**src/rtl/cipher_pkg.sv**
```systemverilog
// Shared constants and types for the key exchange and stream cipher blocks.
package cipher_pkg;

  localparam logic [7:0] P_PAR     = 8'd227;
  localparam logic [7:0] Q_PAR     = 8'd225;
  localparam logic [7:0] NULL_CHAR = 8'h00;

  typedef enum logic [1:0] {
    ENC = 2'b00,
    DEC = 2'b01
  } mode_e;

  typedef logic [1:0] state_t;
  localparam state_t S_IDLE  = 2'd0;
  localparam state_t S_RUN   = 2'd1;
  localparam state_t S_DRAIN = 2'd2;

  typedef struct packed {
    logic [7:0] chr;
    logic       err;
    logic       last;
  } fifo_entry_t;

endpackage

```
**src/rtl/cipher_mod_arith.sv**
```systemverilog
// Combinational add/subtract modulo P_PAR for one character; flags characters
// outside the legal alphabet.
module cipher_mod_arith
  import cipher_pkg::*;
(
  input  logic [7:0] c_i,
  input  logic [7:0] k_i,
  input  logic       dir_i,
  output logic [7:0] res_o,
  output logic       illegal_o
);

  logic [8:0] sum;
  logic [7:0] dif;

  always_comb begin
    illegal_o = (c_i >= P_PAR);
    sum = {1'b0, c_i} + {1'b0, k_i};
    if (sum >= {1'b0, P_PAR}) begin
      sum = sum - {1'b0, P_PAR};
    end
    // On borrow the true result lies in 0..226, so 8-bit wrap is exact.
    if (c_i >= k_i) begin
      dif = c_i - k_i;
    end else begin
      dif = c_i + (P_PAR - k_i);
    end
    if (illegal_o) begin
      res_o = NULL_CHAR;
    end else if (dir_i) begin
      res_o = dif;
    end else begin
      res_o = sum[7:0];
    end
  end

endmodule

```
**src/rtl/stream_cipher.sv**
```systemverilog
// Key-latching character cipher with valid/ready ports and a 2-entry output FIFO.
// Define STREAM_CIPHER_TERM_FWD_EN to forward the terminator downstream with dout_last.
//
// state    | meaning
// S_IDLE   | waiting for a legal key/mode on key_valid
// S_RUN    | accepting characters with the latched key
// S_DRAIN  | terminator seen, emptying the output FIFO
module stream_cipher
  import cipher_pkg::*;
#(
  parameter int unsigned FIFO_DEPTH = 2
) (
  input  logic       clk,
  input  logic       rst_n,
  input  logic [1:0] mode,
  input  logic [7:0] key_in,
  input  logic       key_valid,
  input  logic [7:0] din,
  input  logic       din_valid,
  output logic       din_ready,
  output logic [7:0] dout,
  output logic       dout_valid,
  input  logic       dout_ready,
  output logic       dout_err,
  output logic       dout_last,
  output logic       err_key,
  output logic       busy
);

  localparam logic [1:0] DEPTH = 2'(FIFO_DEPTH);

  state_t      state_q, state_d;
  logic [7:0]  key_q, key_d;
  logic        dec_q, dec_d;
  logic        err_key_q, err_key_d;
  fifo_entry_t mem_q [2];
  logic        wr_ptr_q, rd_ptr_q;
  logic [1:0]  count_q, count_d;

  logic        accept, is_term, push, pop, illegal;
  logic [7:0]  arith_res;
  fifo_entry_t push_data, head;

  cipher_mod_arith u_arith (
    .c_i       (din),
    .k_i       (key_q),
    .dir_i     (dec_q),
    .res_o     (arith_res),
    .illegal_o (illegal)
  );

  assign din_ready = (state_q == S_RUN) && ((count_q < DEPTH) || dout_ready);
  assign accept    = din_valid && din_ready;
  assign is_term   = (din == NULL_CHAR);
  assign pop       = dout_valid && dout_ready;

`ifdef STREAM_CIPHER_TERM_FWD_EN
  assign push      = accept;
  assign push_data = is_term ? '{chr: NULL_CHAR, err: 1'b0, last: 1'b1}
                             : '{chr: arith_res, err: illegal, last: 1'b0};
`else
  assign push      = accept && !is_term;
  assign push_data = '{chr: arith_res, err: illegal, last: 1'b0};
`endif

  assign count_d = count_q + {1'b0, push} - {1'b0, pop};

  always_comb begin
    state_d   = state_q;
    key_d     = key_q;
    dec_d     = dec_q;
    err_key_d = 1'b0;
    case (state_q)
      S_IDLE: begin
        if (key_valid) begin
          if ((mode == ENC || mode == DEC) && key_in != 8'h00 && key_in < P_PAR) begin
            key_d   = key_in;
            dec_d   = mode[0];
            state_d = S_RUN;
          end else begin
            err_key_d = 1'b1;
          end
        end
      end
      S_RUN: begin
        if (accept && is_term) begin
          state_d = S_DRAIN;
        end
      end
      S_DRAIN: begin
        // Looking at the next count lets IDLE follow the final pop directly.
        if (count_d == 2'd0) begin
          state_d = S_IDLE;
        end
      end
      default: state_d = S_IDLE;
    endcase
  end

  always_ff @(posedge clk or negedge rst_n) begin
    if (!rst_n) begin
      state_q   <= S_IDLE;
      key_q     <= 8'h00;
      dec_q     <= 1'b0;
      err_key_q <= 1'b0;
    end else begin
      state_q   <= state_d;
      key_q     <= key_d;
      dec_q     <= dec_d;
      err_key_q <= err_key_d;
    end
  end

  always_ff @(posedge clk or negedge rst_n) begin
    if (!rst_n) begin
      mem_q[0] <= '0;
      mem_q[1] <= '0;
      wr_ptr_q <= 1'b0;
      rd_ptr_q <= 1'b0;
      count_q  <= 2'd0;
    end else begin
      if (push) begin
        mem_q[wr_ptr_q] <= push_data;
        wr_ptr_q        <= ~wr_ptr_q;
      end
      if (pop) begin
        rd_ptr_q <= ~rd_ptr_q;
      end
      count_q <= count_d;
    end
  end

  assign head       = mem_q[rd_ptr_q];
  assign dout_valid = (count_q != 2'd0);
  assign dout       = dout_valid ? head.chr : NULL_CHAR;
  assign dout_err   = dout_valid && head.err;
  assign dout_last  = dout_valid && head.last;
  assign err_key    = err_key_q;
  assign busy       = (state_q != S_IDLE);

endmodule

```
**config.mk**
```make
export PLATFORM = sky130hd
export DESIGN_NAME = stream_cipher
export DESIGN_NICKNAME = d
export VERILOG_FILES = /design/src/rtl/cipher_pkg.sv /design/src/rtl/cipher_mod_arith.sv /design/src/rtl/stream_cipher.sv
export SDC_FILE = /design/constraint.sdc
export NUM_CORES = 1
export LEC_CHECK = 0
export ABC_CLOCK_PERIOD_IN_PS = 3600
export CORE_ASPECT_RATIO = 0.75
export CORE_MARGIN = 2
export CORE_UTILIZATION = 50
export CTS_CLUSTER_SIZE = 25
export DETAILED_ROUTE_END_ITERATION = 8
export GPL_TIMING_DRIVEN = 0
export PLACE_DENSITY = 0.72
export SLEW_MARGIN = 10
export SYNTH_ARGS = -nofsm -noshare
export SYNTH_HDL_FRONTEND = slang
export SYNTH_HIERARCHICAL = 1
export SYNTH_SLANG_ARGS = --single-unit
```
**constraint.sdc**
```tcl
create_clock -name clk -period 3.6 [get_ports clk]
set_input_delay 0.72 -clock clk [delete_from_list [all_inputs] [get_ports clk]]
set_output_delay 0.72 -clock clk [all_outputs]
set_load 0.02 [all_outputs]
```
==> impl_summary.md, run 1 <==
Cells and area
The most common cell after layout, fill and taps aside is sky130_fd_sc_hd__dfrtp_1. Of the cells placed in the final design, the portion with a size suffix greater than 1 is 0.169. In the final design database the tool counted 445 nets. The number of antenna diodes in the final layout is 0. The library cells used most frequently in the layout, excluding fill and tap cells, are sky130_fd_sc_hd__dfrtp_1, sky130_fd_sc_hd__inv_1, sky130_fd_sc_hd__nor2_1, sky130_fd_sc_hd__clkdlybuf4s50_1, sky130_fd_sc_hd__ha_1. With fillers left out, the area of the finished cells amounts to 3910 sq um. Once layout is complete, the utilization of the core stands at 0.621. After filler insertion, the fill cell instance count of the layout stands at 532.

Relative to the synthesized area, the layout overhead comes to 20.7%.

Worst setup path
The startpoint type of the worst setup path is an input pin. The worst setup path is captured at a flip-flop. Data on the critical path is required at its endpoint by 3820 ps. The cell at the slowest stage of the critical path is sky130_fd_sc_hd__clkdlybuf4s50_1.

The data arrival time of the critical path is 3630 ps. The classification of the worst setup path is in -> reg. Traced cell by cell, the critical path runs through clkdlybuf4s50_1 -> inv_1 -> ha_1 -> inv_2 -> a221oi_1 -> a21oi_1 -> xnor2_2 -> and3_1 -> buf_6 -> or3_1 -> a31oi_2 -> mux2_2. Along the worst path, the maximum fanout reaches 9. The largest single stage delay on the critical path is 570 ps.

Timing
After layout, the minimum clock period comes to 3400 ps. The worst hold-check slack is 484 ps. The worst path meets setup with 195 ps of slack.

The clock arrives with 8.50 ps of skew. In this run the tightest slew margin relative to its limit is 0.426. In the finished design, the share of the clock period the worst path needs comes to 0.946.

The final count of hold timing violations is 0. The summed negative setup slack over all endpoints is 0 ps. The number of pins exceeding their max-slew limit in the final report is 0.

The number of endpoints failing setup at the final stage is 0. At the pin with the least slew margin, the transition time is 858 ps. The maximum frequency from static timing analysis is 0.294 GHz.

Power and ir drop
The standby leakage power is 1.77 nW. The worst vdd rail ir drop is 0.000501 V. The power density over the cells is 1060 nW/um^2.

Global routing
The wire length of the first global-routing pass is 12.3 mm. Entering global routing, the biggest net connects 35 pins. The number of global-route vias before repair is 2573. Across every metal layer, demand over resource in global routing totals 0.217. After global routing the overflow that remains totals 0.

The initial antenna violation count was 0.

Clock tree
Clock latency on the worst-skew pair, taken at its later pin, is 290 ps. The hold-fix buffer count after cts is 0. After clock tree synthesis, the clock-pin slew on the worst setup and hold paths is 70 ps. The CTS root buffer is sky130_fd_sc_hd__clkbuf_8. TritonCTS built the clock tree. In this run, CTS created clock tree buffers numbering 5.

The post-CTS repair timing setup buffer count is 0. No sink is reached through more buffers than the 2 on the longest clock path. CTS saw 34 sinks.

The H-tree was split into 2 levels.

Logic synthesis
Counting every instance in the synthesized netlist gives 348. The sequential fraction of the synthesis area is 0.263. The Yosys step of the flow raised 6 warnings. The mean instance size in the synthesized netlist is 9.30 sq um. The synthesized netlist net count is 403. Counting distinct cell types in the post-synthesis netlist gives 72. The async set or reset register ratio after synthesis is 1.00. The largest total area in the synthesized netlist belongs to sky130_fd_sc_hd__dfrtp_1. In this run the cell area of the synthesized design comes to 3240 sq um. The fraction of synthesized cell area taken by the top area cell type is 0.263. After synthesis, the cell types taking the most area are sky130_fd_sc_hd__dfrtp_1, sky130_fd_sc_hd__ha_1, sky130_fd_sc_hd__mux2_4.

Synthesis inferred 34 register bits. The most used flip-flop cell after synthesis is sky130_fd_sc_hd__dfrtp_1. Yosys mapped a number of flops with a built-in enable equal to 0.

Floorplan
In this run the standard cell core region covers 6290 sq um. In this run the horizontal extent of the chip is 96.9 um. The effective utilization at floorplan is 0.515. The die covers 7140 sq um.

The floorplan has 25 rows. The height of the chip is 73.7 um. 37 I/O pins were placed.

Flow run
The count of maximum capacitance violations is 0.

Detailed routing
The final wirelength is 7.31 mm. The number of design-rule violations left by the first detailed-router iteration is 229. The remaining design rule violation count is 0. The wire length per cell after detailed routing is 15.5 um.

The detailed-route vias per instance is 5.75. The routed layout has 2716 vias. The first TritonRoute pass finished after 5 iterations. The number of nets still failing antenna checks after routing is 0.

Placed design
The placer congestion estimate is 0.896. The count of buffers added on input and output ports is 35. At the placement stage, the worst setup path has a slack of -554 ps. The placed cell area is 3680 sq um.

The sum of net half-perimeters after detailed placement is 5.84 mm.

Min path
The class of the tightest hold or removal check is reg -> reg.

Status
The flow ran to the end, and the final reports show no timing, DRC or antenna violations.
==> what timing repair did <==
item	CTS	global route
resized for setup	6	20
endpoints found under the setup margin	10	16
pin swaps	0	2
==> worst max-delay path, delay by kind of cell <==
family | cells | cell delay [ps]
AO/OA/AOI/OAI | 3 | 640
buffers and inverters | 4 | 900
adder cells (fa/ha/maj) | 1 | 390
AND/OR/NAND/NOR | 2 | 560
XOR/XNOR | 1 | 220
multiplexers | 1 | 190
==> power by group <==
group	total [mW]	internal [mW]	switching (mW)
clock network	0.421	0.277	0.143
registers	0.709	0.566	0.143
logic	2.99	1.37	1.62
total	4.12	2.22	1.91
==> cells in the mapped netlist, drive strengths merged, types with 6 or more instances <==
cell type	instances
nor2b	6
nand2	13
o21ai	17
mux2i	11
nand3	8
nand2b	7
nor2	29
a21oi	12
xnor2	12
a31oi	6
inv	32
dfrtp	34
nor3	11
mux2	27
ha	27
buf	6
o211ai	6
==> flip-flops by register name (all words and copies together), names as in the netlist <==
name / cells
mem_q: 18
key_q: 8
count_q: 2
state_q: 2
dec_q: 1
err_key: 1
rd_ptr_q: 1
wr_ptr_q: 1
==> cells by family (layout without fill, tap and decap cells) <==
family	count (synthesis)	after routing	synth area share
AO/OA/AOI/OAI	73	73	0.164
XOR/XNOR	16	16	0.0514
adder cells (fa/ha/maj)	32	32	0.135
buffers and inverters	44	87	0.0618
flip-flops	34	34	0.263
multiplexers	38	38	0.138
other	1	1	0.00116
AND/OR/NAND/NOR	110	110	0.185
==> routing by layer <==
metal  routed length [um]  up-vias  track usage  share of wire
li1                     -     1329            -              -
met1                 3500     1293        0.306           0.48
met2                 3220       88        0.345           0.44
met3                  540        6       0.0504          0.074
met4                   52        0       0.0438         0.0071
met5                    0        -            0              0
==> path summary, 6_finish.rpt <==
path                                start   endpoint  slack (ps)  cells past startpoint
max in group asynchronous           rst_n   key_q[0]        2630                      1
worst min-delay path            mem_q[18]  mem_q[18]         480                      1
worst min register to register  mem_q[18]  mem_q[18]         480                      1
worst max-delay path               din[6]   mem_q[5]         200                     12
min in group asynchronous           rst_n  mem_q[19]         490                      1
worst max register to register   key_q[1]  mem_q[19]         410                     13
==> per-stage QoR <==
stage          std cells  total power, mW
3_5_place_dp         464             3.54
5_1_grt              472             4.50
4_1_cts              472             4.01
6_report             472             4.12
3_3_place_gp         464             3.48
2_1_floorplan        348             2.82
==> cell type report <==
cell class	instances	area (sq um)	share of cell area
Multi-Input combinational cell	270	2260	0.579
Tap cell	81	101	0.0259
Sequential cell	34	851	0.218
Clock buffer	5	68.8	0.0176
Inverter	33	124	0.0317
Clock inverter	3	68.8	0.0176
Timing Repair Buffer	35	353	0.0903
Buffer	11	76.3	0.0195
Note: power is estimated with default switching activity, not from simulation.
==> run 2: changes to the inputs <==
Settings changed: CORE_UTILIZATION 50 to 57, PLACE_DENSITY 0.72 to 0.81, SYNTH_HIERARCHICAL 1 to unset.
==> run 2 against run 1 <==
Against the previous run: register-to-register slack improved by 70 ps; critical path depth shrank 2; final area is 2.3% lower; first-iteration DRC count increased by 8.7%; non-clock buffer count rose by 4; area after synthesis is 2.2% lower; setup slack got worse by 160 ps; sequential power fell by 6.6%; routed wire length is 12% higher; highest routed layer unchanged.
==> impl_summary.md, run 2 <==
Detailed routing
The number of design-rule violations left by the first detailed-router iteration is 249. The remaining design rule violation count is 0. The detailed-route vias per instance is 6.16. The final wirelength is 8.18 mm.

The total number of vias is 2876. Once detail routing completed, the nets flagged for antenna violations numbered 0. The wire length per cell after detailed routing is 17.5 um. The first TritonRoute pass finished after 6 iterations.

Timing
The transition time at the pin with the least slew margin is 903 ps. The period utilization is 0.991. The slack of the critical path is 33.8 ps.

Setup violations remaining at the end of the flow were counted as 0. The number of pins exceeding their max-slew limit in the final report is 0. Across the routed clock network, the largest skew measured is 6.56 ps. The worst path in the final design needs a cycle of 3570 ps, including I/O delays and setup.

The final count of hold timing violations is 0. Across all hold checks on the routed design, the worst slack comes to 478 ps. The worst max-slew margin expressed relative to the limit is 0.398.

Setup repair after global routing could not meet its margin everywhere. For this run, the top clock speed supported by timing is 0.280 GHz.

Power and ir drop
For this design the total switching power over the nets is 1.86 mW. The share of total power dissipated in the clock network is 0.113. The standby leakage power is 1.72 nW.

The worst vdd rail ir drop is 0.000485 V. Of the total power, registers draw 0.172. The power density over the cells is 1010 nW/um^2. The switching part of the total is 0.482.

The internal power of the cells totals 2.00 mW. The design draws 3.86 mW. The part of the power in combinational logic is 0.716.

Logic synthesis
The commonest cells after synthesis are sky130_fd_sc_hd__nor2_1, sky130_fd_sc_hd__dfrtp_1, sky130_fd_sc_hd__inv_1. The fraction of synthesized cell area taken by the top area cell type is 0.269. The number of warnings reported in the yosys synthesis log is 0. The cell count after synthesis came out at 347. The async set or reset register ratio after synthesis is 1.00. The most used flip-flop cell after synthesis is sky130_fd_sc_hd__dfrtp_1.

For this run, the register share of the synthesized area comes to 0.269. The number of different library cells used by synthesis comes to 64. The most common cell in the synthesized netlist is sky130_fd_sc_hd__nor2_1. The synthesized netlist net count is 402. The number of enable-type register cells in the synthesized netlist is 0.

After synthesis, the cell types taking the most area are sky130_fd_sc_hd__dfrtp_1, sky130_fd_sc_hd__ha_1, sky130_fd_sc_hd__mux2_2. The synthesized design contains 34 register bits. The total standard cell area after synthesis is 3160 sq um. The cell type contributing the most total cell area after synthesis is sky130_fd_sc_hd__dfrtp_1. The mean instance size in the synthesized netlist is 9.12 sq um.

Worst setup path
The worst setup path startpoint is din[0]. The setup check on the worst reg-to-reg path leaves a slack of 480 ps. The worst setup path is of the in -> reg kind.

On the worst path, the slowest cell contributes a delay of 490 ps. The worst setup path endpoint is mem_q[14]. The startpoint type of the worst setup path is an input pin. On the critical path, the stage with the largest delay is an instance of sky130_fd_sc_hd__clkdlybuf4s50_1.

Walking the worst path, the cells encountered are clkdlybuf4s50_1 -> ha_1 -> fa_1 -> nor2b_1 -> o21a_1 -> xnor2_2 -> and4_1 -> or4b_1 -> o311a_1 -> mux2_2. The data arrival time of the critical path is 3750 ps. STA puts the critical path data required time at 3790 ps.

STA classifies the critical path endpoint as a flip-flop. The worst reg2reg path startpoint is key_q[1]. The worst-path maximum fanout is 5. The count of cells along the worst register-to-register path is 12. The endpoint of the most critical register-to-register path is mem_q[19].

Cells and area
The register with the most flip-flops in the layout has 18 of them. The largest registers in the layout are mem_q: 18 flops, key_q: 8 flops. The total inserted antenna cells is 0.

Measured on the finished design, the core utilization comes to 0.713. The number of inserted filler cells in the final layout is 427. The library cells used most frequently in the layout, excluding fill and tap cells, are sky130_fd_sc_hd__nor2_1, sky130_fd_sc_hd__dfrtp_1, sky130_fd_sc_hd__clkdlybuf4s50_1. The area growth from synthesis to layout is 20.6%.

The share of post-route cells with drive strength above 1 is 0.133. More flip-flops sit in one register than any other, and that register is mem_q. For this run, the post-layout net count is 446.

Leaving out fill and tap cells, the most frequent cell in the layout is sky130_fd_sc_hd__nor2_1.

Global routing
The number of global-route vias before repair is 2670. The initial antenna violation count is 0. The total overflow left after global routing is 0. The wire length of the first global-routing pass is 13.0 mm. The global-route total usage across every layer is 0.271.

Entering global routing, the biggest net connects 35 pins.

Status
The flow ran to the end, and the final reports show no timing, DRC or antenna violations.

Clock tree
CTS placed an instance of sky130_fd_sc_hd__clkbuf_8 at the clock tree root. The number of clock buffers added by TritonCTS is 5. The clock-pin transition on the worst setup and hold timing paths is 80 ps. The clock tree from TritonCTS is yes. The clock net in this run drives a total of 34 sinks. The number of levels the H-tree was split into is 2. The source-to-sink clock delay at the later pin of the worst-skew pair is 300 ps. The clock passes through at most 2 buffers.

Flow run
Across the run, the number of max-cap violations was 0.

Floorplan
The core region is 5350 sq um. The die covers 6170 sq um. The initialized floorplan defines 23 standard-cell rows. For this configuration, the core starts out at a cell density of 0.591.

The die is 68.5 um tall. During I/O placement, the number of pins put on the boundary was 37. The horizontal die dimension is 90.0 um.

Placed design
In this run the tool buffered the top-level ports with 35 buffer cells. The sum of net half-perimeters after detailed placement is 6.25 mm. OpenSTA, run right after detailed placement, puts the worst setup slack at -431 ps.

The placer congestion estimate is 0.965.

Min path
The tightest min-delay check is of the in -> async type.
run 2: changes by cell type in the layout (fill, tap and decap cells not counted), sizes merged, moves of 4 or more:
cell    before  now
o21ai       17    5
a32o         0    6
nor3        11    7
a221o        0    4
nor2        29   35
mux2        27   15
a31oi        6    0
a21o         4    0
o311ai       1    6
nand2       13   22
o31ai        4   10
mux2i       11   15
run 2: kinds of logic (layout without fill, tap and decap cells):
kind of cell,Yosys count,count (layout),synth area share
AND/OR/NAND/NOR,112,112,0.179
AO/OA/AOI/OAI,74,74,0.195
buffers and inverters,44,89,0.0593
flip-flops,34,34,0.269
adder cells (fa/ha/maj),32,32,0.138
multiplexers,30,30,0.101
XOR/XNOR,20,20,0.0577
other,1,1,0.00119
run 2: power by group through the flow:
stage               logic [mW]  registers, mW  clock network, mW
finish                    2.76          0.662              0.435
global route              2.98          0.682              0.449
CTS                       2.64          0.659              0.437
detailed placement        2.55          0.666                  0
global placement          2.48          0.655                  0
floorplan                 1.89          0.630                  0
run 2: what timing repair did:
action / CTS / global route
resized for setup: 5 / 10
hold buffers: 0 / 0
buffers inserted: 2 / 0
setup endpoints to repair: 10 / 16
pin swaps: 2 / 1
run 2: worst min path at each step:
| stage | from | end |
|---|---|---|
| CTS | mem_q[9] | mem_q[9] |
| global route | mem_q[9] | mem_q[9] |
| detailed placement | mem_q[9] | mem_q[9] |
| global placement | mem_q[19] | mem_q[19] |
| floorplan | rst_n | count_q[0] |
| finish | rst_n | mem_q[2] |
run 2: layer usage:
layer	wire length, um	track usage
met5	0	0
met4	109	0.0865
met3	600	0.0435
met2	3650	0.440
met1	3820	0.381
run 2: worst max-delay path, delay by kind of cell:
family	cells	cell delay, ps
AND/OR/NAND/NOR	3	960
adder cells (fa/ha/maj)	2	740
buffers and inverters	1	490
AO/OA/AOI/OAI	2	390
multiplexers	1	270
XOR/XNOR	1	170
run 2: area by class of cell:
class	count	area, sq um	area share
multi-input combinational	269	2180	0.572
clock inverter	3	68.8	0.0180
sequential	34	851	0.223
buffer	13	68.8	0.0180
inverter	31	119	0.0311
clock buffer	5	68.8	0.0180
timing repair buffer	37	364	0.0954
tap	75	93.8	0.0246
run 2: per-stage QoR:
step,instance area (sq um),TNS [ps],std cells
floorplan,3160,0,347
global placement,3610,-4570,457
detailed placement,3600,-5380,457
CTS,3770,0,467
global route,3820,-89.9,467
finish,3820,0,467
